[src/rtl/an_n13_syndrome_corrector.sv]
// an_n13_syndrome_corrector
//   Back end of the A=13 AN-code Barrett decoder. Takes a received 6-bit
//   codeword with its quotient q and residue r (the syndrome), corrects a
//   single arithmetic error of +/-2^i (i=0..5), and emits the 3-bit datum
//   with error flags. Two-stage pipeline with valid/ready flow control, plus
//   saturating link-quality counters.
// Ports
//   clk, rst_n                 clock, async active-low reset
//   in_valid/in_ready          input handshake (codeword, q, r)
//   out_valid/out_ready        output handshake
//   data_out, raw_cw           decoded datum, originating codeword
//   corrected, uncorrectable   result flags (mutually exclusive)
//   err_pos, err_sign          corrected bit index (7 = none), 1 = +2^i
//   cnt_clr                    synchronous clear of both counters
//   cnt_corr, cnt_unc          saturating event counters
module an_n13_syndrome_corrector #(
  parameter int CNT_W = 16,
  parameter int D_MAX = 4
) (
  input  logic             clk,
  input  logic             rst_n,
  input  logic             in_valid,
  output logic             in_ready,
  input  logic [5:0]       codeword,
  input  logic [2:0]       q,
  input  logic [3:0]       r,
  output logic             out_valid,
  input  logic             out_ready,
  output logic [2:0]       data_out,
  output logic [5:0]       raw_cw,
  output logic             corrected,
  output logic             uncorrectable,
  output logic [2:0]       err_pos,
  output logic             err_sign,
  input  logic             cnt_clr,
  output logic [CNT_W-1:0] cnt_corr,
  output logic [CNT_W-1:0] cnt_unc
);

  localparam logic signed [4:0] L_DMAX = 5'(D_MAX);

  // advance controls
  logic w_adv1, w_adv2;

  // syndrome lookup
  logic              w_lk_zero, w_lk_ill, w_lk_sign;
  logic [2:0]        w_lk_pos;
  logic signed [2:0] w_lk_delta;

  // stage 1
  logic              r_s1_valid, r_s1_zero, r_s1_ill, r_s1_sign;
  logic [5:0]        r_s1_cw;
  logic [2:0]        r_s1_q, r_s1_pos;
  logic signed [2:0] r_s1_delta;

  // stage 2 (drives outputs)
  logic       r_s2_valid, r_s2_corr, r_s2_unc, r_s2_sign;
  logic [2:0] r_s2_data, r_s2_pos;
  logic [5:0] r_s2_cw;

  // stage 2 next-state
  logic signed [4:0] w_d;
  logic              w_corr, w_unc, w_sign;
  logic [2:0]        w_data, w_pos;

  logic [CNT_W-1:0] r_cnt_corr, r_cnt_unc;
  logic             w_hs;

  assign w_adv2   = !r_s2_valid || out_ready;
  assign w_adv1   = !r_s1_valid || w_adv2;
  assign in_ready = w_adv1;

  // r -> (position, sign, quotient correction). Residues of +/-2^i mod 13
  // are all distinct, so each nonzero legal r names exactly one error.
  always_comb begin
    w_lk_zero  = 1'b0;
    w_lk_ill   = 1'b0;
    w_lk_pos   = 3'd7;
    w_lk_sign  = 1'b0;
    w_lk_delta = 3'sd0;
    case (r)
      4'd0:  w_lk_zero = 1'b1;
      4'd1:  begin w_lk_pos = 3'd0; w_lk_sign = 1'b1; end
      4'd2:  begin w_lk_pos = 3'd1; w_lk_sign = 1'b1; end
      4'd4:  begin w_lk_pos = 3'd2; w_lk_sign = 1'b1; end
      4'd8:  begin w_lk_pos = 3'd3; w_lk_sign = 1'b1; end
      4'd3:  begin w_lk_pos = 3'd4; w_lk_sign = 1'b1; w_lk_delta = -3'sd1; end
      4'd6:  begin w_lk_pos = 3'd5; w_lk_sign = 1'b1; w_lk_delta = -3'sd2; end
      4'd12: begin w_lk_pos = 3'd0; w_lk_delta = 3'sd1; end
      4'd11: begin w_lk_pos = 3'd1; w_lk_delta = 3'sd1; end
      4'd9:  begin w_lk_pos = 3'd2; w_lk_delta = 3'sd1; end
      4'd5:  begin w_lk_pos = 3'd3; w_lk_delta = 3'sd1; end
      4'd10: begin w_lk_pos = 3'd4; w_lk_delta = 3'sd2; end
      4'd7:  begin w_lk_pos = 3'd5; w_lk_delta = 3'sd3; end
      default: w_lk_ill = 1'b1;  // r >= 13 cannot come from a real divider
    endcase
  end

  always_ff @(posedge clk or negedge rst_n) begin
    if (!rst_n) begin
      r_s1_valid <= 1'b0;
      r_s1_zero  <= 1'b0;
      r_s1_ill   <= 1'b0;
      r_s1_sign  <= 1'b0;
      r_s1_cw    <= '0;
      r_s1_q     <= '0;
      r_s1_pos   <= 3'd7;
      r_s1_delta <= 3'sd0;
    end else if (w_adv1) begin
      r_s1_valid <= in_valid;
      if (in_valid) begin
        r_s1_zero  <= w_lk_zero;
        r_s1_ill   <= w_lk_ill;
        r_s1_sign  <= w_lk_sign;
        r_s1_cw    <= codeword;
        r_s1_q     <= q;
        r_s1_pos   <= w_lk_pos;
        r_s1_delta <= w_lk_delta;
      end
    end
  end

  // corrected quotient, sign-extended delta; range -2..10 fits signed 5 bits
  assign w_d = $signed({2'b00, r_s1_q}) + $signed({{2{r_s1_delta[2]}}, r_s1_delta});

  always_comb begin
    w_data = r_s1_q;
    w_corr = 1'b0;
    w_unc  = 1'b0;
    w_pos  = 3'd7;
    w_sign = 1'b0;
    if (r_s1_zero) begin
      w_data = r_s1_q;
    end else if (r_s1_ill || w_d[4] || (w_d > L_DMAX)) begin
      w_unc = 1'b1;
    end else begin
      w_data = w_d[2:0];
      w_corr = 1'b1;
      w_pos  = r_s1_pos;
      w_sign = r_s1_sign;
    end
  end

  always_ff @(posedge clk or negedge rst_n) begin
    if (!rst_n) begin
      r_s2_valid <= 1'b0;
      r_s2_data  <= '0;
      r_s2_cw    <= '0;
      r_s2_corr  <= 1'b0;
      r_s2_unc   <= 1'b0;
      r_s2_pos   <= 3'd7;
      r_s2_sign  <= 1'b0;
    end else if (w_adv2) begin
      r_s2_valid <= r_s1_valid;
      if (r_s1_valid) begin
        r_s2_data <= w_data;
        r_s2_cw   <= r_s1_cw;
        r_s2_corr <= w_corr;
        r_s2_unc  <= w_unc;
        r_s2_pos  <= w_pos;
        r_s2_sign <= w_sign;
      end
    end
  end

  assign w_hs = r_s2_valid && out_ready;

  // clear beats a same-cycle increment
  always_ff @(posedge clk or negedge rst_n) begin
    if (!rst_n) begin
      r_cnt_corr <= '0;
      r_cnt_unc  <= '0;
    end else if (cnt_clr) begin
      r_cnt_corr <= '0;
      r_cnt_unc  <= '0;
    end else begin
      if (w_hs && r_s2_corr && (r_cnt_corr != '1)) r_cnt_corr <= r_cnt_corr + 1'b1;
      if (w_hs && r_s2_unc  && (r_cnt_unc  != '1)) r_cnt_unc  <= r_cnt_unc  + 1'b1;
    end
  end

  assign out_valid     = r_s2_valid;
  assign data_out      = r_s2_data;
  assign raw_cw        = r_s2_cw;
  assign corrected     = r_s2_corr;
  assign uncorrectable = r_s2_unc;
  assign err_pos       = r_s2_pos;
  assign err_sign      = r_s2_sign;
  assign cnt_corr      = r_cnt_corr;
  assign cnt_unc       = r_cnt_unc;

endmodule

[config.mk]
export PLATFORM = sky130hd
export DESIGN_NAME = an_n13_syndrome_corrector
export DESIGN_NICKNAME = d
export VERILOG_FILES = /design/src/rtl/an_n13_syndrome_corrector.sv
export SDC_FILE = /design/constraint.sdc
export NUM_CORES = 1
export LEC_CHECK = 0
export BUFFER_PORTS_ARGS = -buffer_cell sky130_fd_sc_hd__buf_4
export CAP_MARGIN = 20
export CORE_MARGIN = 2
export CORE_UTILIZATION = 59
export CTS_CLUSTER_SIZE = 14
export DETAILED_ROUTE_END_ITERATION = 16
export PLACE_DENSITY = 0.81
export SYNTH_ARGS = -nofsm -noshare
export SYNTH_HDL_FRONTEND = slang
export SYNTH_SLANG_ARGS = --single-unit
[constraint.sdc]
create_clock -name clk -period 5.45 [get_ports clk]
set_input_delay 0.2725 -clock clk [delete_from_list [all_inputs] [get_ports clk]]
set_output_delay 0.2725 -clock clk [all_outputs]
set_load 0.005 [all_outputs]
==> metrics.log <==
INFO  metric grt_usage = 23.8%
INFO  metric startpoint_type = flip-flop
INFO  metric cts_buffers = 9
INFO  metric io_pins = 67
INFO  metric avgViaCountPerCell = roughly 5.7
INFO  metric worst_setup_path_endpoint = data_out[2]
INFO  metric critPathMaxStageDelay = slightly above 0.5 ns
INFO  metric die_x = 80.3 um
INFO  metric synth_nets = 360
INFO  metric final_min_period_over_clock_period = around two fifths
INFO  metric pre_cts_slack = about 3.2 ns
INFO  metric synth_edf_count = 0
INFO  metric cts_setup_buffers = 0
INFO  metric maxSlewViolCount = 0
INFO  metric asyncSetResetFlopFracSynth = 100%
INFO  metric synth_top_area_share = 44.5%
INFO  metric ant_nets_after_route = 0
INFO  metric antenna-diode-count = 0
INFO  metric die-height = between 80 and 90 um
INFO  metric gp_routability_congestion = about 0.89
INFO  metric number_of_global_route_vias_before_repair = 2495
INFO  metric route.vias.total = 2696
INFO  metric yosys-top-cells-count = dfrtp_1 (61), nor2_1 (43), nand2_1 (28)
INFO  metric share_comb_of_total_power = 19.8%
INFO  metric timing.reg2reg.worst_path_depth = 8
INFO  metric power.share.switching = 29.1%
INFO  metric internal_power = slightly above 0.0009 W
INFO  metric first_pass_grt_wire_length = 11.7 mm
INFO  metric cp_max_fo = 9
INFO  metric cts_max_path_buffers = 2
INFO  metric clock-root-buffer = clkbuf_8
INFO  metric setup_violations = 0
INFO  metric number_of_register_bits_inferred_by_synthesis = 67
INFO  metric power_density = around 310 mW/mm^2
INFO  metric max_cap_viol = 0
INFO  metric vdd.ir_drop.worst = 0.000241 V
INFO  metric critical_path.cell_chain = ha_1 -> inv_1 -> fa_1 -> nand2b_1 -> a211o_1 -> a21oi_2 -> nor2_1 -> o31ai_1
INFO  metric worstSkewPairLatency = between 0.3 and 0.4 ns
INFO  metric fin_nets = 420
INFO  metric grt_setup_unrepaired = no
INFO  metric placement_rows = 27
INFO  metric critical_path.slowest_cell = fa_1
INFO  metric status = finished, final reports clean
INFO  metric core-area = 0.00557 mm^2
INFO  metric ys_warn_count = 0
INFO  metric first_iter_violations = 157
INFO  metric crit_required = around 5.7 ns
INFO  metric post-synth-top-area-cell = dfrtp_1
INFO  metric largest_net_degree_at_the_start_of_global_routing = 68
INFO  metric finalHoldViolCount = 0
INFO  metric worst_r2r_endpoint = data_out[2]
INFO  metric finalWorstSetupSlack = ~3.2 ns
INFO  metric timing.critical_path.from = r_s1_q[0]
INFO  metric buffer_ports.inserted = 66
INFO  metric routed_length_per_placed_instance = 14.9 um
INFO  metric clock_sink_count = 67
INFO  metric share_clk_of_total_power = 32.4%
INFO  metric drive_above_1_share = between 20 and 30%
INFO  metric cp.arrival = 2.52 ns
INFO  metric clock_skew = 0.00954 ns
INFO  metric syn_avg_cell_area = slightly above 10 um^2
INFO  metric fin_hold_ws = 0.0125 ns
INFO  metric fmax = 440 MHz
INFO  metric number_of_gates_given_a_new_drive_strength_after_cts = 0
INFO  metric wl = 7.03 mm
INFO  metric yosysUniqueCellTypes = 52
INFO  metric tightest_slew = 0.875 ns
INFO  metric dpl.hpwl = 4.84 mm
INFO  metric slew-limit-headroom = between 40 and 50%
INFO  metric area_delta_synth_final = 20.8%
INFO  metric fin_setup_tns = 0 ns
INFO  metric gate_count_of_the_mapped_netlist = 335
INFO  metric ranking_of_synthesized_cells_by_area = dfrtp_1 (44%), mux2_2 (5.6%), nor2_1 (4.7%)
INFO  metric die_area = 0.00644 mm^2
INFO  metric cell_area_synth = 0.00343 mm^2
INFO  metric grt_antenna_before_repair = 0
INFO  metric design_power_total = 0.00128 W
INFO  metric holdCritPathClass = primary input to async pin
INFO  metric yosysMostFrequentCell = dfrtp_1
INFO  metric switchingPower = roughly 0.00037 W
INFO  metric worst-r2r-setup-slack = 3.18 ns
INFO  metric crit_type = flip-flop to flip-flop
INFO  metric static-leakage-power = 1.91 nW
INFO  metric post-route-drc-count = 0
INFO  metric drt_first_pass_iters = 4
INFO  metric cts_max_level = 3
INFO  metric global_route.overflow_total = 0
INFO  metric timing.critical_path.to_type = flip-flop
INFO  metric tritoncts = built
INFO  metric pwr-share-seq = 47.8%
INFO  metric synth_sequential_area_ratio = between 40% and 50%
INFO  metric cts-hold-fix-buffers = 0
INFO  metric utilization = 74.4%
INFO  metric worst_reg2reg_startpoint = r_s1_q[0]
INFO  metric clkTransAtPathRegs = 0.07 ns
INFO  metric floorplan.initialDensity = roughly three fifths
INFO  metric final_period_minus_worst_setup_slack = 2.27 ns
INFO  metric synth-main-ff-cell = dfrtp_1
registers in the layout, summed over array words and instances (netlist names):
signal / flops
cnt_unc: 16
err_sign: 1
data_out: 3
r_s1_zero: 1
r_s1_q: 3
r_s1_ill: 1
r_s1_valid: 1
r_s1_delta: 3
r_s1_cw: 6
out_valid: 1
cnt_corr: 16
uncorrectable: 1
err_pos: 3
r_s1_pos: 3
corrected: 1
r_s1_sign: 1
raw_cw: 6
layout make-up:
| type | instances | area [um^2] |
|---|---|---|
| timing repair buffer | 66 | 495 |
| sequential | 67 | 1680 |
| inverter | 7 | 26.3 |
| fill | 428 | 1430 |
| clock inverter | 7 | 77.6 |
| tap | 72 | 90.1 |
| multi-input combinational | 244 | 1650 |
| clock buffer | 9 | 124 |
layout by cell type (no fill, tap or decap), types with 6 or more instances in the layout:
cell type / count
a211oi_1: 6
a21oi_1: 19
and3_1: 7
buf_4: 66
clkbuf_8: 9
dfrtp_1: 61
dfstp_2: 6
ha_1: 6
inv_1: 7
mux2_2: 17
nand2_1: 28
nand3_1: 9
nand4_1: 7
nor2_1: 43
o21ai_0: 11
xnor2_1: 16
xor2_1: 14
routing by layer:
| metal | GRT usage [%] | share of wire, % | vias up |
|---|---|---|---|
| li1 | - | - | 1298 |
| met1 | 31.4 | 44 | 1320 |
| met2 | 37.4 | 50 | 71 |
| met3 | 7.53 | 5.6 | 7 |
| met4 | 7.97 | 0.77 | 0 |
| met5 | 0 | 0 | - |
cell families after synthesis:
group | Yosys count | synth area share, %
xor+xnor | 30 | 7.66
fa+ha+maj | 7 | 2.77
flops | 67 | 49.1
compound gates | 58 | 10.9
buf+inv | 24 | 2.88
mux | 21 | 6.74
simple gates | 128 | 20.0
worst max-delay path: cells and delay by family (launching register included):
family,cells,cell delay (ns)
buffers and inverters,1,0.06
AO/OA/AOI/OAI,3,0.91
adder cells (fa/ha/maj),2,0.69
AND/OR/NAND/NOR,2,0.16
flip-flops,1,0.37
power groups by stage:
stage	registers [W]	clock network [W]	logic [W]
global route	0.000622	0.000451	0.000282
finish	0.000614	0.000416	0.000255
CTS	0.000614	0.000423	0.000258
floorplan	0.000612	0	0.000141
global placement	0.000619	0	0.000246
detailed placement	0.000622	0	0.000256
stage by stage:
step	cells	instance area, um^2
floorplan	335	3430
global placement	456	3950
detailed placement	456	3950
CTS	472	4150
global route	472	4150
finish	472	4150
how the worst min path moves through the flow:
stage	end
floorplan	cnt_corr[0]
global placement	cnt_corr[14]
detailed placement	cnt_corr[13]
CTS	cnt_corr[13]
global route	cnt_corr[12]
finish	cnt_corr[13]
Note: power is estimated with default switching activity, not from simulation.
